[config.mk]
export PLATFORM = sky130hd
export DESIGN_NAME = texture_buffer_loader
export DESIGN_NICKNAME = d
export VERILOG_FILES = /design/src/rtl/texture_buffer_loader_pkg.sv /design/src/rtl/texture_buffer_loader.sv
export SDC_FILE = /design/constraint.sdc
export NUM_CORES = 1
export LEC_CHECK = 0
export CORE_ASPECT_RATIO = 1.4
export CORE_MARGIN = 2
export CORE_UTILIZATION = 51
export CTS_BUF_LIST = sky130_fd_sc_hd__clkbuf_4 sky130_fd_sc_hd__clkbuf_8
export CTS_CLUSTER_DIAMETER = 120
export DETAILED_ROUTE_END_ITERATION = 16
export PLACE_DENSITY = 0.87
export SYNTH_ARGS = -nofsm -noshare
export SYNTH_HDL_FRONTEND = slang
export SYNTH_SLANG_ARGS = --single-unit
[constraint.sdc]
create_clock -name aclk -period 2.8 [get_ports aclk]
set_clock_uncertainty 0.2 [all_clocks]
set_input_delay 0.56 -clock aclk [delete_from_list [all_inputs] [get_ports aclk]]
set_output_delay 0.56 -clock aclk [all_outputs]
set_load 0.02 [all_outputs]
[src/rtl/texture_buffer_loader_pkg.sv]
// Shared texture definitions used by the texel loader and the TMU.
// Holds the loader FSM encoding and the default texel/page geometry so that
// both sides agree on page size and state meaning.
package texture_buffer_loader_pkg;

  // One texture page: 256x256 texels plus the full mipmap chain, in words.
  localparam int unsigned TEX_ADDR_WIDTH  = 17;
  localparam int unsigned TEX_PIXEL_WIDTH = 32;

  // Loader FSM encoding.
  typedef enum logic [1:0] {
    LDR_IDLE   = 2'd0,
    LDR_LOAD   = 2'd1,
    LDR_LOADED = 2'd2,
    LDR_SWAP   = 2'd3
  } ldr_state_e;

endpackage

[src/rtl/texture_buffer_loader.sv]
// Texture buffer loader.
// Streams texel words from an AXI-Stream source into the back page of a
// double-buffered texel memory, then swaps front/back pages on request once
// the texture mapping pipeline has drained.
//
// Ports:
//   aclk, resetn           clock, synchronous active-low reset
//   s_axis_tvalid/tready   texel stream handshake
//   s_axis_tdata/tlast     texel word in linear page order / end of texture
//   swapReq                one-cycle pulse asking for a page swap
//   pipelineIdle           texture mapping pipeline holds no fragments
//   readPage               front page select (MSB of texel read addresses)
//   memWe/memAddr/memData  registered write port into the back page
//   loadDone               a complete back page is waiting for a swap
//   overflow               sticky: the load carried more words than a page
module texture_buffer_loader
  import texture_buffer_loader_pkg::*;
#(
  parameter int unsigned PIXEL_WIDTH = TEX_PIXEL_WIDTH,
  parameter int unsigned ADDR_WIDTH  = TEX_ADDR_WIDTH
) (
  input  logic                   aclk,
  input  logic                   resetn,
  input  logic                   s_axis_tvalid,
  output logic                   s_axis_tready,
  input  logic [PIXEL_WIDTH-1:0] s_axis_tdata,
  input  logic                   s_axis_tlast,
  input  logic                   swapReq,
  input  logic                   pipelineIdle,
  output logic                   readPage,
  output logic                   memWe,
  output logic [ADDR_WIDTH:0]    memAddr,
  output logic [PIXEL_WIDTH-1:0] memData,
  output logic                   loadDone,
  output logic                   overflow
);

  // Counter value of the first word past the end of a page; the counter
  // saturates here so it can never wrap back onto valid addresses.
  localparam logic [ADDR_WIDTH:0] WORD_LIMIT = {1'b1, {ADDR_WIDTH{1'b0}}};
  localparam logic [ADDR_WIDTH:0] COUNT_ONE  = {{ADDR_WIDTH{1'b0}}, 1'b1};

  ldr_state_e state_q, state_d;

  logic                   read_page_q, read_page_d;
  logic                   mem_we_q,    mem_we_d;
  logic [ADDR_WIDTH:0]    mem_addr_q,  mem_addr_d;
  logic [PIXEL_WIDTH-1:0] mem_data_q,  mem_data_d;
  logic                   load_done_q, load_done_d;
  logic                   overflow_q,  overflow_d;
  logic                   pending_q,   pending_d;
  logic [ADDR_WIDTH:0]    count_q,     count_d;

  logic                   handshake;
  logic [ADDR_WIDTH:0]    beat_idx;
  logic                   beat_ovf;

  assign handshake = s_axis_tvalid & s_axis_tready;

  // State register.
  always_ff @(posedge aclk) begin
    if (!resetn) begin
      state_q <= LDR_IDLE;
    end else begin
      state_q <= state_d;
    end
  end

  // Next-state logic; a tlast beat may arrive in IDLE for a one-word load.
  always_comb begin
    state_d = state_q;
    case (state_q)
      LDR_IDLE: begin
        if (handshake) begin
          state_d = s_axis_tlast ? LDR_LOADED : LDR_LOAD;
        end
      end
      LDR_LOAD: begin
        if (handshake && s_axis_tlast) begin
          state_d = LDR_LOADED;
        end
      end
      LDR_LOADED: begin
        if ((swapReq || pending_q) && pipelineIdle) begin
          state_d = LDR_SWAP;
        end
      end
      LDR_SWAP: begin
        state_d = LDR_IDLE;
      end
      default: begin
        state_d = LDR_IDLE;
      end
    endcase
  end

  // FSM outputs. Gating with resetn keeps the stream stalled while reset is held.
  always_comb begin
    s_axis_tready = resetn && ((state_q == LDR_IDLE) || (state_q == LDR_LOAD));
  end

  // Datapath: word counter, write register, status flags and page select.
  // The first beat of a load always lands on word 0 regardless of the stale
  // counter left over from the previous load.
  always_comb begin
    beat_idx    = (state_q == LDR_IDLE) ? '0 : count_q;
    beat_ovf    = (beat_idx == WORD_LIMIT);

    count_d     = count_q;
    mem_we_d    = handshake && !beat_ovf;
    mem_addr_d  = mem_addr_q;
    mem_data_d  = mem_data_q;
    overflow_d  = overflow_q;
    load_done_d = load_done_q;
    pending_d   = pending_q;
    read_page_d = read_page_q;

    if (handshake) begin
      if (state_q == LDR_IDLE) begin
        count_d    = COUNT_ONE;
        overflow_d = 1'b0;
      end else if (count_q != WORD_LIMIT) begin
        count_d = count_q + 1'b1;
      end
      if (beat_ovf) begin
        overflow_d = 1'b1;
      end else begin
        mem_addr_d = {~read_page_q, beat_idx[ADDR_WIDTH-1:0]};
        mem_data_d = s_axis_tdata;
      end
      if (s_axis_tlast) begin
        load_done_d = 1'b1;
      end
    end

    if (swapReq && (state_q != LDR_IDLE)) begin
      pending_d = 1'b1;
    end

    if (state_q == LDR_SWAP) begin
      read_page_d = ~read_page_q;
      pending_d   = 1'b0;
      load_done_d = 1'b0;
    end
  end

  // Datapath registers.
  always_ff @(posedge aclk) begin
    if (!resetn) begin
      read_page_q <= 1'b0;
      mem_we_q    <= 1'b0;
      mem_addr_q  <= '0;
      mem_data_q  <= '0;
      load_done_q <= 1'b0;
      overflow_q  <= 1'b0;
      pending_q   <= 1'b0;
      count_q     <= '0;
    end else begin
      read_page_q <= read_page_d;
      mem_we_q    <= mem_we_d;
      mem_addr_q  <= mem_addr_d;
      mem_data_q  <= mem_data_d;
      load_done_q <= load_done_d;
      overflow_q  <= overflow_d;
      pending_q   <= pending_d;
      count_q     <= count_d;
    end
  end

  assign readPage = read_page_q;
  assign memWe    = mem_we_q;
  assign memAddr  = mem_addr_q;
  assign memData  = mem_data_q;
  assign loadDone = load_done_q;
  assign overflow = overflow_q;

endmodule
==> impl_metrics.ini <==
[run_status]
status = finished, final reports clean

[synthesis]
synth_top_family_by_area = simple AND/OR/NAND/NOR gates
yosys.area_share.simple = 0.254
synthArstFlopShare = 0
synth_warnings = 0
synth_top_cell_by_area = dfxtp_1
synth_ff_type = dfxtp_1
synthXorXnorAreaFrac = 0.0212
synth_cells = 459
synth.distinct_cells = 42
syn_nets = 503
synth_mux_area_frac = 0.00270
syn_area_per_cell_um2 = 8.09
synthAdderAreaFrac = 0.0202
synth_top_area_frac = 0.404
ys_seq_area_frac = 0.404
ys_ff_latch = 75
yosys-top-cells-count = nand2_1, dfxtp_1, nor2_1
synth_compound_area_frac = 0.240
synthesis.area_um2 = 3710
synthMostInstantiatedCell = nand2_1
synth-edff-count = 0
synth.area.top_cells = dfxtp_1, nand2_1, o311ai_1, a21oi_1, and3_1

[sta]
setup_tns_ns = 0
period_needed_ns = 2.69
worst_pin_slew_ns = 0.641
slew_headroom = 0.572
rsz0062_at_grt = false
period_share = 0.959
hold_viol_final = 0
slew_viol_final = 0
setup_viol = 0
fmax_mhz = 372

[layout]
n_fill_cell = 599
fin_area_um2 = 4860
layout-drive-gt1-share = 0.0633
area_growth_pct = 30.9
final_cells = 632
n_antenna_cell = 0
nets = 577

[power_and_ir_drop]
pwr_density_cell_nw_per_um2 = 611
power_leakage_nw = 1.83
peakVddDrop_uv = 378

[route]
wl_mm = 9.49
avgRoutedWirePerCell_um = 15.0
via_per_inst = 5.97
drc = 0
drt_iter0_markers = 232
dr.pass1.iters = 5
postRouteAntennaNets = 0
vias = 3776

[critical_path]
critical_path.startpoint_type = flip-flop
crit_path_end_kind = primary output
required_ns = 2.04
critPathKind = flip-flop to primary output
arrival_ns = 1.93
critPathMaxFanout = 8

[global_route]
grt.overflow.total = 0
grt_max_degree = 87
track_usage = 0.242
antenna_found_initial = 0
first_global_vias = 3578
grt_pass1_wl_mm = 16.0

[cts]
cts.sinks = 75
cts-root-buf = clkbuf_8
postCtsResizedCells = 0
clockBufferDepth = 2
hold_buffers = 0
clkTransAtPathRegs_ns = 0.08
tritoncts = built
h-tree-depth = 3
post_cts_buffers = 0
clk_latency_ns = 0.36
numCtsBuffers = 9

[placed_design]
dp_hpwl_mm = 6.35
place_inst = 617
place_area_um2 = 4680
io_buffers = 92
gp_congestion = 0.910

[floorplanning]
pin_count = 93
core-area_um2 = 7030
rows = 36
dieArea_um2 = 7990
start_util = 0.528
die_h_um = 105
die_w_um = 76.1

[worst_hold_path]
hold_path.class = flip-flop to flip-flop

[run]
cap_violations = 0
cells in the final DEF (no fill, tap or decap), types with 3 or more instances in the layout:
cell,Yosys,layout
clkdlybuf4s50_1,0,91
nand2_1,76,76
dfxtp_1,75,75
nor2_1,44,44
a21oi_1,42,42
and3_1,33,33
o311ai_1,32,32
a32o_1,16,16
buf_4,0,11
nand3_1,10,10
nand4_1,9,9
clkbuf_8,0,9
inv_1,8,8
o21ai_0,9,8
ha_1,6,6
xnor2_1,5,5
nor3_1,4,4
and4_1,4,4
or3_1,4,4
xor2_1,4,4
clkinv_2,0,4
nor4_1,3,3
o31ai_1,3,3
and2_1,3,3
o211ai_1,3,3
layer usage:
| layer | wire, um | vias to the layer above | GRT usage |
|---|---|---|---|
| li1 | - | 1837 | - |
| met1 | 3620 | 1778 | 0.266 |
| met2 | 4940 | 130 | 0.432 |
| met3 | 707 | 31 | 0.0760 |
| met4 | 218 | 0 | 0.0974 |
| met5 | 0 | - | 0 |
per-stage QoR:
step	setup WS, ns	utilization	total power, mW	hold WS, ns
finish	0.115	0.692	2.97	0.273
global route	0.0346	0.692	3.11	0.308
CTS	0.0961	0.692	2.98	0.280
detailed placement	0.280	0.666	2.18	0.261
global placement	0.363	0.666	2.15	0.243
floorplan	0.529	-	1.82	0.232
critical path: stages (launching register included):
cell             delay [ns]
dfxtp_1                0.35
inv_1                  0.09
ha_1                   0.35
o21a_1                 0.18
clkdlybuf4s50_1        0.60
logic make-up after synthesis:
logic type                 after synthesis
adders and majority gates                6
DFF                                     75
and+or+nand+nor                        198
muxes                                    1
buffers and inverters                   49
AOI/OAI and AO/OA                      121
xor gates and xnor gates                 9
state kept, by name, indices dropped and copies added, names as in the netlist:
| register | cells |
|---|---|
| memAddr | 18 |
| state_q | 2 |
| overflow | 1 |
| pending_q | 1 |
| memWe | 1 |
| readPage | 1 |
| memData | 32 |
| count_q | 18 |
| loadDone | 1 |
path summary, 6_finish.rpt:
path	from	to	slack [ns]	cells after the start
worst max-delay path	state_q[1]	s_axis_tready	0.11	4
worst min-delay path	pending_q	pending_q	0.27	2
worst max register to register	state_q[0]	count_q[0]	0.33	6
worst min register to register	pending_q	pending_q	0.27	2
final cells by class:
class | count | area (um^2) | area share
multi-input combinational | 335 | 2010 | 0.413
sequential | 75 | 1500 | 0.309
timing repair buffer | 104 | 1020 | 0.210
clock buffer | 9 | 124 | 0.0255
tap | 95 | 119 | 0.0245
clock inverter | 6 | 57.6 | 0.0118
inverter | 8 | 30.0 | 0.00618
power by group:
| part | switching (mW) | internal (mW) |
|---|---|---|
| Sequential | 0.0707 | 1.17 |
| Clock | 0.401 | 0.400 |
| Combinational | 0.541 | 0.390 |
| Total | 1.01 | 1.96 |
(Power assumes the default switching activity.)
